--- src/rtl/rest_serial_ncc_if.sv ---
// rtl/rest_serial_ncc_if.sv - start/done handshake and operand/result bundle for the bit-serial adder
interface rest_serial_ncc_if #(
    parameter int WIDTH = 4
);
    logic             init;
    logic             op;
    logic [WIDTH-1:0] A;
    logic [WIDTH-1:0] B;
    logic [WIDTH-1:0] R;
    logic             cout;
    logic             ovf;
    logic             zero;
    logic             busy;
    logic             done;

    modport master (
        output init, op, A, B,
        input  R, cout, ovf, zero, busy, done
    );

    modport slave (
        input  init, op, A, B,
        output R, cout, ovf, zero, busy, done
    );
endinterface

--- src/rtl/rest_serial_ncc.sv ---
// rtl/rest_serial_ncc.sv - bit-serial add/subtract, one full-adder cell, LSB first, WIDTH cycles per op
module rest_serial_ncc #(
    parameter int WIDTH = 4
) (
    input  logic               clk,
    input  logic               rst_n,
    rest_serial_ncc_if.slave   bus
);
    localparam int CW = (WIDTH > 2) ? $clog2(WIDTH) : 1;
    localparam logic [CW-1:0] LAST = CW'(WIDTH - 1);

    typedef enum logic [1:0] {
        IDLE = 2'd0,
        RUN  = 2'd1,
        DONE = 2'd2
    } state_t;

    state_t           state;
    logic [WIDTH-1:0] a_r;
    logic [WIDTH-1:0] b_r;
    logic             op_r;
    logic             c;
    logic [CW-1:0]    cnt;
    logic [WIDTH-2:0] shadow;
    logic [WIDTH-1:0] r_q;
    logic             cout_q;
    logic             ovf_q;
    logic             zero_q;
    logic             busy_q;
    logic             done_q;

    // Operands are shifted right each bit-cycle so the cell always sees bit 0.
    logic             bi;
    logic             s_bit;
    logic             c_next;
    logic [WIDTH-1:0] res_next;

    assign bi       = b_r[0] ^ op_r;
    assign s_bit    = a_r[0] ^ bi ^ c;
    assign c_next   = (a_r[0] & bi) | (a_r[0] & c) | (bi & c);
    assign res_next = {s_bit, shadow};

    always_ff @(posedge clk or negedge rst_n) begin
        if (!rst_n) begin
            state  <= IDLE;
            a_r    <= '0;
            b_r    <= '0;
            op_r   <= 1'b0;
            c      <= 1'b0;
            cnt    <= '0;
            shadow <= '0;
            r_q    <= '0;
            cout_q <= 1'b0;
            ovf_q  <= 1'b0;
            zero_q <= 1'b0;
            busy_q <= 1'b0;
            done_q <= 1'b0;
        end else begin
            done_q <= 1'b0;
            case (state)
                IDLE: begin
                    if (bus.init) begin
                        a_r    <= bus.A;
                        b_r    <= bus.B;
                        op_r   <= bus.op;
                        c      <= bus.op;
                        cnt    <= '0;
                        busy_q <= 1'b1;
                        state  <= RUN;
                    end
                end
                RUN: begin
                    a_r    <= a_r >> 1;
                    b_r    <= b_r >> 1;
                    c      <= c_next;
                    shadow <= res_next[WIDTH-1:1];
                    cnt    <= cnt + CW'(1);
                    if (cnt == LAST) begin
                        // c here is the carry into the MSB, c_next the carry out of it.
                        r_q    <= res_next;
                        cout_q <= c_next ^ op_r;
                        ovf_q  <= c ^ c_next;
                        zero_q <= (res_next == '0);
                        done_q <= 1'b1;
                        busy_q <= 1'b0;
                        state  <= DONE;
                    end
                end
                DONE:    state <= IDLE;
                default: state <= IDLE;
            endcase
        end
    end

    assign bus.R    = r_q;
    assign bus.cout = cout_q;
    assign bus.ovf  = ovf_q;
    assign bus.zero = zero_q;
    assign bus.busy = busy_q;
    assign bus.done = done_q;
endmodule
--- src/flat_wrapper.sv ---
// flat-port wrapper written by rule: the top's interface ports become plain ports
module rest_serial_ncc_flat 
#(
    parameter int WIDTH = 4
)
  (clk, rst_n, bus_init, bus_op, bus_A, bus_B, bus_R, bus_cout, bus_ovf, bus_zero, bus_busy, bus_done);
  rest_serial_ncc_if #(.WIDTH(WIDTH)) bus_i ();
  input  logic clk;
  input  logic rst_n;
  input wire logic [$bits(bus_i.init)-1:0] bus_init;
  input wire logic [$bits(bus_i.op)-1:0] bus_op;
  input wire logic [$bits(bus_i.A)-1:0] bus_A;
  input wire logic [$bits(bus_i.B)-1:0] bus_B;
  output wire logic [$bits(bus_i.R)-1:0] bus_R;
  output wire logic [$bits(bus_i.cout)-1:0] bus_cout;
  output wire logic [$bits(bus_i.ovf)-1:0] bus_ovf;
  output wire logic [$bits(bus_i.zero)-1:0] bus_zero;
  output wire logic [$bits(bus_i.busy)-1:0] bus_busy;
  output wire logic [$bits(bus_i.done)-1:0] bus_done;
  assign bus_i.init = bus_init;
  assign bus_i.op = bus_op;
  assign bus_i.A = bus_A;
  assign bus_i.B = bus_B;
  assign bus_R = bus_i.R;
  assign bus_cout = bus_i.cout;
  assign bus_ovf = bus_i.ovf;
  assign bus_zero = bus_i.zero;
  assign bus_busy = bus_i.busy;
  assign bus_done = bus_i.done;
  rest_serial_ncc #(.WIDTH(WIDTH)) u_core (.clk(clk), .rst_n(rst_n), .bus(bus_i));
endmodule
--- config.mk ---
export PLATFORM = sky130hd
export DESIGN_NAME = rest_serial_ncc_flat
export DESIGN_NICKNAME = d
export VERILOG_FILES = /design/src/rtl/rest_serial_ncc_if.sv /design/src/rtl/rest_serial_ncc.sv /design/src/flat_wrapper.sv
export SDC_FILE = /design/constraint.sdc
export NUM_CORES = 1
export LEC_CHECK = 0
export BUFFER_PORTS_ARGS = -buffer_cell sky130_fd_sc_hd__buf_4
export CAP_MARGIN = 5
export CELL_PAD_IN_SITES_DETAIL_PLACEMENT = 1
export CELL_PAD_IN_SITES_GLOBAL_PLACEMENT = 2
export CORE_AREA = 2 2 64 66
export DETAILED_ROUTE_END_ITERATION = 10
export DIE_AREA = 0 0 66 68
export PLACE_DENSITY_LB_ADDON = 0.05
export SLEW_MARGIN = 20
export SYNTH_ARGS = -nofsm -noshare
export SYNTH_HDL_FRONTEND = slang
export SYNTH_SLANG_ARGS = --single-unit
--- constraint.sdc ---
create_clock -name clk -period 4.9 [get_ports clk]
set_input_delay 0.98 -clock clk [delete_from_list [all_inputs] [get_ports clk]]
set_output_delay 0.98 -clock clk [all_outputs]
set_load 0.01 [all_outputs]
* After elaboration in Yosys (flattened, before gate mapping)
Index checks and enable logic that the tools add are counted.
** Storage, ports and cells
- Output and inout bits :: 9
- Register bits after elaboration :: 26
- Input port bits :: 12
** Operators by class
- Bitwise gates (word level) :: 10
- Equality and inequality tests :: 4
- Add/sub/neg operators :: 1
- Mux-type cells :: 16
- Reductions and logical operators :: 8
** Operator list (number)
- 4-bit one-hot mux with 2 select lines :: 2
- 4-bit 2-to-1 mux :: 2
- 2-bit one-hot mux with 2 select lines :: 2
- 2-bit AND reduction :: 4
- 2-bit 2-to-1 mux :: 3
- 1-bit 2-to-1 mux :: 5
- 1-bit XOR :: 5
- 4-bit logical NOT :: 1
- 1-bit one-hot mux with 2 select lines :: 2
- 1-bit bitwise AND :: 3
- 3-bit AND reduction :: 1
- 2-bit by 1-bit adder with 2-bit output, second input constant :: 1
- 2-bit by 1-bit == test with 1-bit output, second input constant :: 1
- 2-bit == test, second input constant :: 1
- 2-bit logical NOT :: 1
- 2-bit by 1-bit != test with 1-bit output, second input constant :: 1
- 2-bit != test, second input constant :: 1
- 1-bit OR :: 2
- 2-bit nonzero test :: 1

* Longest topological paths before layout
Gate-level depths: netlist of the first run.
- Depth in word-level cells :: 5
- Gate-level depth with buffers :: 5
- Depth with buffers taken out :: 4

* Worst setup path after synthesis of the first run
Ideal clock, no wire load.
- Kind :: register to register
- Start point :: register u_core.op_r
- End point :: register u_core.zero_q (netlist: u_core.bus.zero)
- Stages on the path, launching flop included :: 5
- Path slack :: 3.272 ns
- Required time :: 4.824 ns
- Data arrival time :: 1.552 ns
- Path buffers :: 0
- Cell sequence :: dfrtp_1 -> xnor2_1 -> fa_1 -> or4b_1 -> o21ai_1
** On the way
- Cells in the longest elaborated chain, start to end :: 4
** RTL lines
- from (decl) :: RTL line rest_serial_ncc.sv:21 : logic op_r;
- from (signal assigned) :: RTL line rest_serial_ncc.sv:65 : op_r <= bus.op;
- 1-bit XOR :: RTL line rest_serial_ncc.sv:38 : assign bi = b_r[0] ^ op_r;
- 1-bit XOR (2 in a row) :: RTL line rest_serial_ncc.sv:39 : assign s_bit = a_r[0] ^ bi ^ c;
- 4-bit logical NOT :: RTL line rest_serial_ncc.sv:83 : zero_q <= (res_next == '0);
- to (signal assigned) :: RTL line rest_serial_ncc.sv:83
- to (decl) :: RTL line rest_serial_ncc.sv:28 : logic zero_q;
No other way between the ends.
A chain may end at the register's enable or synchronous reset.

* Worst setup path in the final report of the first run
- Start point :: register u_core.busy_q (netlist: u_core.bus.busy)
- End point :: output bus_busy
** RTL lines
- from (decl) :: RTL line rest_serial_ncc.sv:29 : logic busy_q;
- from (signal assigned) :: RTL line rest_serial_ncc.sv:56 : busy_q <= 1'b0;
- from (signal assigned) :: RTL line rest_serial_ncc.sv:68 : busy_q <= 1'b1;
- from (signal assigned) :: RTL line rest_serial_ncc.sv:85 : busy_q <= 1'b0;
- to (decl) :: RTL line flat_wrapper.sv:18 : output wire logic [$bits(bus_i.busy)-1:0] bus_busy;
No word-level cell between the ends.

==> summary.md, run 1 <==
| Metric | Value |
|---|---|
| Syn Std Cell Area | 1140 um2 |
| DRT antenna net count | 0 |
| Period minus WS final | 1.79 ns |
| Worst slew margin | between 60% and 70% |
| Core Area | 3860 um2 |
| Fin. Hold Viols | 0 |
| Fmax | 559 MHz |
| Initial DRC Count | 24 |
| Global route total overflow | 0 |
| Least-Margin Pin Slew | 0.478 ns |
| Reg2reg end | u_core.bus.zero |
| Clk root buf | clkbuf_8 |
| Reg2Reg Depth | 4 |
| Post-cts hold buffer count | 0 |
| Critical Path End Type | output pin |
| Num ports | 21 |
| Share of the synthesized area in the top cell type | 57.0% |
| Area contributors post-synth | dfrtp_1, o21ai_0, nand2_1, mux2_2, o22ai_1 |
| Syn_area_per_cell | 10.8 um2 |
| Syn_nets | 120 |
| Worst reg2reg startpoint | u_core.op_r |
| CP bufs+invs | 1 |
| Worst Path Arrival | 0.81 ns |
| Die area | ~4500 um2 |
| Vias in the first global route | 839 |
| CTS buffer count | 3 |
| Post-route insts no fill | 176 |
| Initial antenna violation count | 0 |
| Pwr/cell area | 645 nW/um2 |
| Synth Area in Adders | 2.85% |
| Clk_skew | roughly 0.0021 ns |
| Outcome | complete, no violations |
| Element type at the critical path start | flip-flop |
| Final period util | 36.5% |
| Max VDD drop | 0.214 mV |
| Critical-path cell list | buf_4 |
| Clock network power share | 15.5% |
| Count of placed standard cells including taps | 172 |
| Die width | approximately 66 um |
| Placed Area | 1330 um2 |
| Share of layout cells above drive strength 1 | between 20% and 30% |
| FF+latch count, synth | 26 |
| Residual DRC | 0 |
| CP endpoint | bus_busy |
| Antenna Cells | 0 |
| Post-route cell area | 1390 um2 |
| Post-synthesis mux area share | approximately 3.9% |
| Worst-path clk slew | roughly 0.090 ns |
| Leakage | ~0.66 nW |
| Final estimated routing congestion in global placement | between 0.7 and 0.8 |
| Comb pwr share | between 40 and 50% |
| Final-layout fill cell count | around 460 |
| HP Class | flip-flop to flip-flop |
| Synth warnings | 0 |
| Area Growth Syn to Fin | 21.5% |
| First-pass GRT wire length | 4200 um |
| Largest family of logic cells by synthesized area | compound AO/OA/AOI/OAI gates |
| Critical path depth | 1 |
| Vias | around 830 |
| Postcts setup bufs | 0 |
| Worst EP required | 3.92 ns |
| Highest cell delay on the worst timing path | 0.40 ns |
| Switching Share | 36.8% |
| Compound-Gate Fraction of Synth Area | 16.3% |
| Setup CP Type | flip-flop to output pin |
| Worst setup path startpoint | u_core.bus.busy |
| CP top delay family | flip-flops |
| Largest net degree at the start of global routing | 27 |
| Final Net Count | between 100 and 150 |
| CTS Sinks | 26 |
| CTS tree | yes |
| R2r setup slk | about 3.1 ns |
| Gr usage total | 12.6% |
| Seq pwr share | between 40 and 50% |
| Post-DP HPWL | around 1800 um |
| H-tree depth | 1 |
| Clock Latency Late Sink | 0.27 ns |
| Max-slew violations | 0 |
| Max Cap Viol | 0 |
| Fin Setup TNS | 0 ns |
| DRT Wirelength | 2490 um |
| Standard-cell rows | 23 |
| Simple-Gate Fraction of Synth Area | 13.3% |
| Synth Area in XOR/XNOR | roughly 2.3% |
| Final setup violation count | 0 |
| P_sw | 0.000329 W |
| Initial Utilization | ~30% |
| Seq/Total Area, Yosys | 57.0% |
| CTS resizes | 0 |
| Avg WL per Cell | approximately 14 um |
| Die Y | 68 um |
| Slowest cell on crit path | dfrtp_1 |
| Peak fanout along the critical path | 3 |
| Max Buffers Root-to-Sink | 2 |
| Synth unique cells | 24 |
| Number of port buffers | 20 |
| Post-Synthesis Cells | roughly 110 |
| Drt first pass iters | 4 |
| Int Power | around 0.00056 W |
| Via/cell ratio | 4.70 |
| RSZ-0062 raised after global routing | no |
| Leading area contributor after synthesis | dfrtp_1 |
power groups by stage:
stage / combinational, W / clock, W / sequential, W
finish: 0.000360 / 0.000138 / 0.000395
global route: 0.000416 / 0.000154 / 0.000411
CTS: 0.000372 / 0.000144 / 0.000397
detailed placement: 0.000370 / 0 / 0.000402
global placement: 0.000365 / 0 / 0.000400
floorplan: 0.000265 / 0 / 0.000378
synth_stat cells, drive strengths merged:
master,number
xnor2,1
and2b,2
nor2,6
a2bb2oi,2
nand2,16
or4b,1
inv,7
a21oi,3
a221oi,1
nand3b,3
o22ai,6
ha,1
dfrtp,26
xor2,2
mux2,4
fa,1
o221a,2
nand2b,3
buf,4
a22o,1
o21ai,14
through the flow:
step	setup WS (ns)	hold WS [ns]	utilization [%]	total power, W
after floorplan	3.27	0.459	-	0.000643
after global placement	3.09	0.468	34.5	0.000765
after detailed placement	3.05	0.475	34.5	0.000772
after CTS	3.10	0.496	36.0	0.000913
after global routing	3.03	0.527	36.0	0.000981
final	3.11	0.486	36.0	0.000894
flip-flops by register name, indices dropped and copies added (netlist names), 2 cells and up:
register and flops:
u_core.cnt 2, u_core.bus.R 4, u_core.b_r 4, u_core.shadow 3
u_core.state 2, u_core.a_r 4
cell type report:
type,instances,area (um2),area share [%]
flip-flops and latches,26,651,46.9
clock buffers,4,55.1,3.97
multi-input cells,69,442,31.9
repair buffers,20,150,10.8
inverters,7,26.3,1.90
well taps,50,62.6,4.51
cell usage in the layout (no fill, tap or decap), drive strengths merged:
master   instances
a21oi            3
a221oi           1
a22o             1
a2bb2oi          2
and2b            2
buf             20
clkbuf           4
dfrtp           26
fa               1
ha               1
inv              7
mux2             4
nand2           16
nand2b           3
nand3b           3
nor2             6
o21ai           14
o221a            2
o22ai            6
or4b             1
xnor2            1
xor2             2
cells by family after synthesis:
logic type               count (synthesis)
multiplexers                             4
flip-flops                              26
adder cells (fa/ha/maj)                  2
XOR/XNOR                                 3
AO/OA/AOI/OAI                           29
buffers and inverters                   11
AND/OR/NAND/NOR                         31
layer usage:
metal | wire [um] | track usage, %
met2 | 1120 | 20.8
met4 | 24 | 3.83
met5 | 0 | 0
met3 | 136 | 1.97
met1 | 1210 | 17.1
how the worst min path moves through the flow:
stage | from | endpoint | slack, ns | depth (start not counted)
3_5_place_dp | u_core.bus.R[3] | u_core.bus.R[3] | 0.48 | 2
6_report | u_core.bus.R[3] | u_core.bus.R[3] | 0.49 | 2
3_3_place_gp | u_core.bus.cout | u_core.bus.cout | 0.47 | 2
4_1_cts | u_core.bus.R[3] | u_core.bus.R[3] | 0.50 | 2
2_1_floorplan | u_core.cnt[0] | u_core.cnt[0] | 0.46 | 1
5_1_grt | u_core.bus.R[3] | u_core.bus.R[3] | 0.53 | 2
(Power assumes the default switching activity.)
==> inputs of run 2 (changes only) <==
==> constraint.sdc (replaced) <==
create_clock -name clk -period 1.4 [get_ports clk]
set_input_delay 0.28 -clock clk [delete_from_list [all_inputs] [get_ports clk]]
set_output_delay 0.28 -clock clk [all_outputs]
set_load 0.01 [all_outputs]
==> run 2 against run 1 <==
The flow now finishes with violations (negative setup slack). Via count up 7.1%. Clock power increased to 3.6 times the previous value. Clock-buffer cell count unchanged. Power grew to 3.8 times the previous value. Die area stayed put. Final cell count increased by 8.0%. Design area increased by 8.0%. Critical path depth is 3 higher. Sequential cell count stayed put. Sequential share of layout area shrank 3.5 points. Utilization grew 2.9 points. Largest cell class unchanged.
==> summary.md, run 2 (synthesis results as in run 1) <==
| Metric | Value |
|---|---|
| Outcome | finished with violations |
| Failing checks | negative setup slack |
| Drt first pass iters | 3 (-1) |
| Peak fanout along the critical path | 3 (unchanged) |
| Final core occ | 38.8% (+2.9 points) |
| Period minus WS final | 1.71 ns |
| Most common cell after layout, fill and taps aside | buf_4 |
| CTS tree | yes |
| Share of layout cells above drive strength 1 | 32.1% (+6.7 points) |
| Hold_sp | bus_op |
| Antenna Cells | 0 (unchanged) |
| Vias in the first global route | 922 (+9.9%) |
| Avg WL per Cell | 13.8 um (-2.7%) |
| First-pass GRT wire length | 4310 um (+2.5%) |
| Clk_skew | 0.00236 ns (+0.000260 ns) |
| Number of port buffers | 20 (unchanged) |
| Via/cell ratio | 4.66 (-0.76%) |
| Power Total | 0.00338 W (+280%) |
| Element type at the critical path start | flip-flop |
| Leakage | 0.730 nW (+11%) |
| Worst Path Arrival | 1.91 ns (+1.10 ns) |
| Initial DRC Count | 13 (-46%) |
| Gr usage total | 13.2% (+0.60 points) |
| Clock Latency Late Sink | 0.27 ns (about the same) |
| Least-Margin Pin Slew | 0.343 ns (-0.135 ns) |
| Storage element area | 651 um2 (unchanged) |
| Final period util | 122% |
| Die width | 66 um (unchanged) |
| Fin. Hold Viols | 0 (unchanged) |
| Final-layout fill cell count | 446 (-2.0%) |
| Initial antenna violation count | 0 (unchanged) |
| Hold endpoint | u_core.op_r |
| Area Growth Syn to Fin | 31.3% |
| Number of cells on the worst hold path | 2 (unchanged) |
| Placed Area | 1410 um2 (+6.2%) |
| Worst EP required | 1.60 ns (-2.32 ns) |
| Final WS setup | -0.307 ns (-3.42 ns) |
| Die area | 4490 um2 (unchanged) |
| Max Buffers Root-to-Sink | 2 (unchanged) |
| DRT antenna net count | 0 (unchanged) |
| Num ports | 21 (unchanged) |
| Worst slew margin | 77.1% (+9.1 points) |
| RSZ-0062 raised after global routing | yes |
| Count of placed standard cells including taps | 183 (+6.4%) |
| HP Class | input pin to flip-flop |
| Reg2reg end | u_core.bus.zero |
| Critical Path End Type | flip-flop |
| Initial Utilization | 29.6% (unchanged) |
| Vias | 886 (+7.1%) |
| Standard-cell rows | 23 (unchanged) |
| Core Area | 3860 um2 (unchanged) |
| Reg2Reg Depth | 4 (unchanged) |
| Clk root buf | clkbuf_8 |
| Post-route cell area | 1500 um2 (+8.0%) |
| CTS Sinks | 26 (unchanged) |
| Area occupied by multi-input gates | 445 um2 (+0.85%) |
| Setup CP Type | flip-flop to flip-flop |
| Worst reg2reg startpoint | u_core.b_r[0] |
| Final setup violation count | 2 (+2) |
| Residual DRC | 0 (unchanged) |
| Fin Setup TNS | -0.310 ns (-0.310 ns) |
| Final Net Count | 155 (+9.9%) |
| CTS buffer count | 3 (unchanged) |
| DRT Wirelength | 2620 um (+5.1%) |
| Largest net degree at the start of global routing | 27 (unchanged) |
| Worst-path clk slew | 0.09 ns (about the same) |
| Max Cap Viol | 0 (unchanged) |
| Pwr/cell area | 2260 nW/um2 (+250%) |
| Max-slew violations | 0 (unchanged) |
| Fmax | 586 MHz |
| Post-DP HPWL | 1930 um (+5.5%) |
| Max VDD drop | 0.598 mV (+180%) |
| Post-route insts no fill | 190 (+8.0%) |
| H-tree depth | 1 (unchanged) |
| Global route total overflow | 0 (unchanged) |
| Die Y | 68 um (unchanged) |
| Most frequent cells in the layout | buf_4, dfrtp_1, nand2_1 |
| R2r setup slk | -0.31 ns (-3.44 ns) |
| Final estimated routing congestion in global placement | 0.723 (-7.3%) |
[run 2: worst max-delay path, stage by stage (launching register included)]
cell and delay (ns):
dfrtp_1 0.40, xnor2_1 0.14, fa_1 0.52, or4b_1 0.45, o21ai_1 0.13
[run 2: worst max-delay path by stage]
stage	to	slack, ns	from
6_report	u_core.bus.zero	-0.31	u_core.b_r[0]
5_1_grt	u_core.bus.zero	-0.37	u_core.b_r[0]
4_1_cts	u_core.bus.zero	-0.33	u_core.b_r[0]
3_5_place_dp	u_core.bus.zero	-0.31	u_core.b_r[0]
3_3_place_gp	u_core.bus.zero	-0.23	u_core.b_r[0]
2_1_floorplan	u_core.bus.zero	-0.23	u_core.op_r
[run 2: what timing repair did]
item                                    CTS  global route
setup buffers                             0             2
hold endpoints to repair                 26             0
endpoints found under the setup margin    3             9
resized for setup                         0             1
hold buffers                              1             0
[run 2: where the power goes]
| group | switching (W) | internal [W] | leakage [nW] | total, W |
|---|---|---|---|---|
| clock network | 0.000242 | 0.000252 | 0.0288 | 0.000494 |
| registers | 0.000235 | 0.00109 | 0.317 | 0.00132 |
| logic | 0.000729 | 0.000837 | 0.384 | 0.00157 |
| total | 0.00121 | 0.00218 | 0.730 | 0.00338 |
[run 2: through the flow]
step / setup slack [ns] / hold slack, ns
3_5_place_dp: -0.308 / 0.217
6_report: -0.307 / 0.252
2_1_floorplan: -0.226 / -0.0156
4_1_cts: -0.331 / 0.249
5_1_grt: -0.369 / 0.243
3_3_place_gp: -0.232 / 0.213
[run 2: cell type report]
type,count,share of cell area [%]
tap,50,4.18
inverter,7,1.75
sequential,26,43.4
multi-input combinational,69,29.7
clock buffer,4,3.68
timing repair buffer,34,17.2
[run 2: per-layer routing]
metal,vias to the layer above,track usage [%],wire length [um]
li1,434,-,-
met4,0,6.89,48
met2,18,22.7,1300
met5,-,0,0
met1,430,16.1,1180
met3,4,1.97,94
==> inputs of run 3 (changes only) <==
==> constraint.sdc (replaced) <==
create_clock -name clk -period 2.2 [get_ports clk]
set_input_delay 0.44 -clock clk [delete_from_list [all_inputs] [get_ports clk]]
set_output_delay 0.44 -clock clk [all_outputs]
set_load 0.01 [all_outputs]
==> run 3 against run 2 <==
Non-clock buffer count is 13 lower. Critical path type unchanged. The flow now finishes without violations. Die area stayed put. Sequential cell count stayed put. Utilization is 3.1 points lower. Clock-buffer cell count is 1 lower. Global-route usage is 0.53 points lower. Via count is 6.4% lower. Critical endpoint unchanged. Wire length is 6.9% lower. Final cell count is 7.4% lower. First-iteration DRC count is 62% higher.
==> summary.md, run 3 (synthesis results as in run 1) <==
| Metric | Value |
|---|---|
| Post-DP HPWL | 1800 um (-6.7%) |
| Clk_skew | 0.00122 ns (-0.00115 ns) |
| Outcome | complete, no violations |
| First-pass GRT wire length | 4190 um (-2.7%) |
| Critical-path cell list | xnor2_1 > fa_1 > or4b_1 > o21ai_1 |
| Pwr/cell area | 1410 nW/um2 (-38%) |
| HP Class | input pin to asynchronous set/reset pin |
| CTS Sinks | 26 (unchanged) |
| Setup CP Type | flip-flop to flip-flop |
| Most frequent cells in the layout | dfrtp_1, buf_4, nand2_1 |
| Residual DRC | 0 (unchanged) |
| Core Area | 3860 um2 (unchanged) |
| Num ports | 21 (unchanged) |
| Share of layout cells above drive strength 1 | 25.4% (-6.7 points) |
| CTS buffer count | 3 (unchanged) |
| Comb pwr share | 42.6% (-3.7 points) |
| H-tree depth | 1 (unchanged) |
| Pre-CTS worst setup slack | 0.480 ns (+0.789 ns) |
| Clk root buf | clkbuf_8 |
| Vias | 829 (-6.4%) |
| DRT Wirelength | 2440 um (-6.9%) |
| Seq pwr share | 44.0% (+4.9 points) |
| Worst EP required | 2.39 ns (+0.79 ns) |
| Max Buffers Root-to-Sink | 2 (unchanged) |
| CP bufs+invs | 0 (unchanged) |
| Final WS setup | 0.480 ns (+0.788 ns) |
| Most common cell after layout, fill and taps aside | dfrtp_1 |
| Postcts setup bufs | 0 (unchanged) |
| Post-route cell area | 1380 um2 (-7.9%) |
| Initial antenna violation count | 0 (unchanged) |
| Gr usage total | 12.7% (-0.53 points) |
| CTS resizes | 0 (unchanged) |
| CP top delay family | adder cells |
| Die Y | 68 um (unchanged) |
| Area Growth Syn to Fin | 20.9% |
| Vias in the first global route | 834 (-9.5%) |
| Worst-path clk slew | 0.08 ns (about the same) |
| Final Net Count | 142 (-8.4%) |
| Period minus WS final | 1.72 ns (+0.0124 ns) |
| Initial Utilization | 29.6% (unchanged) |
| Placed Area | 1340 um2 (-5.3%) |
| Final estimated routing congestion in global placement | 0.743 (+2.8%) |
| Slowest cell on crit path | fa_1 |
| Max Cap Viol | 0 (unchanged) |
| Die width | 66 um (unchanged) |
| Worst Path Arrival | 1.91 ns (about the same) |
| Avg WL per Cell | 13.9 um (+0.46%) |
| Least-Margin Pin Slew | 0.476 ns (+0.133 ns) |
| Final setup violation count | 0 (-2) |
| Number of port buffers | 20 (unchanged) |
| Highest cell delay on the worst timing path | 0.51 ns (about the same) |
| Fmax | 582 MHz (-0.72%) |
| Drt first pass iters | 2 (-1) |
| Standard-cell rows | 23 (unchanged) |
| Max VDD drop | 0.433 mV (-27%) |
| Worst setup path startpoint | u_core.op_r |
| Antenna Cells | 0 (unchanged) |
| Peak fanout along the critical path | 3 (unchanged) |
| Fin. Hold Viols | 0 (unchanged) |
| Clock Latency Late Sink | 0.26 ns (about the same) |
| Critical Path End Type | flip-flop |
| CTS tree | yes |
| Final core occ | 35.8% (-3.1 points) |
| Worst reg2reg startpoint | u_core.op_r |
| Clock network power share | 13.5% (-1.1 points) |
| Fin Setup TNS | 0 ns (+0.310 ns) |
| Max-slew violations | 0 (unchanged) |
| Switching Share | 37.0% (+1.3 points) |
| Storage element area | 651 um2 (unchanged) |
| Leakage | 0.658 nW (-9.9%) |
| RSZ-0062 raised after global routing | no |
| DRT antenna net count | 0 (unchanged) |
| Area occupied by multi-input gates | 442 um2 (-0.84%) |
| Die area | 4490 um2 (unchanged) |
| Via/cell ratio | 4.71 (+1.0%) |
| Largest net degree at the start of global routing | 27 (unchanged) |
| Post-cts hold buffer count | 0 (-1) |
| Element type at the critical path start | flip-flop |
| Final period util | 78.2% (-44 points) |
| Int Power | 0.00123 W (-44%) |
| Initial DRC Count | 21 (+8) |
| P_sw | 0.000719 W (-40%) |
| Final-layout fill cell count | 447 (+0.22%) |
| Worst slew margin | 68.2% (-9.0 points) |
| Global route total overflow | 0 (unchanged) |
-- run 3: stage by stage --
| step | total power, W | hold WS (ns) | cells |
|---|---|---|---|
| 6_report | 0.00194 | 0.0717 | 176 |
| 2_1_floorplan | 0.00143 | 0.144 | 106 |
| 3_5_place_dp | 0.00172 | 0.374 | 173 |
| 5_1_grt | 0.00216 | 0.0812 | 176 |
| 3_3_place_gp | 0.00169 | 0.377 | 173 |
| 4_1_cts | 0.00199 | 0.0823 | 176 |
-- run 3: power by group through the flow --
| stage | Combinational [W] | Clock [W] | Sequential (W) |
|---|---|---|---|
| finish | 0.000827 | 0.000262 | 0.000855 |
| global route | 0.000962 | 0.000297 | 0.000897 |
| CTS | 0.000856 | 0.000277 | 0.000860 |
| detailed placement | 0.000853 | 0 | 0.000869 |
| global placement | 0.000834 | 0 | 0.000860 |
| floorplan | 0.000591 | 0 | 0.000841 |
-- run 3: path summary, 6_finish.rpt --
kind                            slack [ns]         endpoint  cells past startpoint
worst max-delay path                  0.48  u_core.bus.zero                      4
max in group asynchronous             1.88    u_core.a_r[0]                      1
min in group clk                      0.42    u_core.a_r[3]                      3
worst min-delay path                  0.07  u_core.bus.done                      1
worst max register to register        0.48  u_core.bus.zero                      4
worst min register to register        0.48  u_core.bus.R[3]                      2
-- run 3: area by class of cell --
| class | instances | area share, % |
|---|---|---|
| Tap cell | 50 | 4.53 |
| Sequential cell | 26 | 47.1 |
| Timing Repair Buffer | 21 | 11.4 |
| Multi-Input combinational cell | 69 | 32.0 |
| Inverter | 7 | 1.90 |
| Clock buffer | 3 | 2.99 |
-- run 3: per-layer routing --
| layer | share of wire, % | track usage [%] | vias to the layer above |
|---|---|---|---|
| li1 | - | - | 405 |
| met1 | 47 | 16.9 | 401 |
| met2 | 48 | 20.2 | 19 |
| met3 | 3.8 | 2.47 | 4 |
| met4 | 1.4 | 5.36 | 0 |
| met5 | 0 | 0 | - |
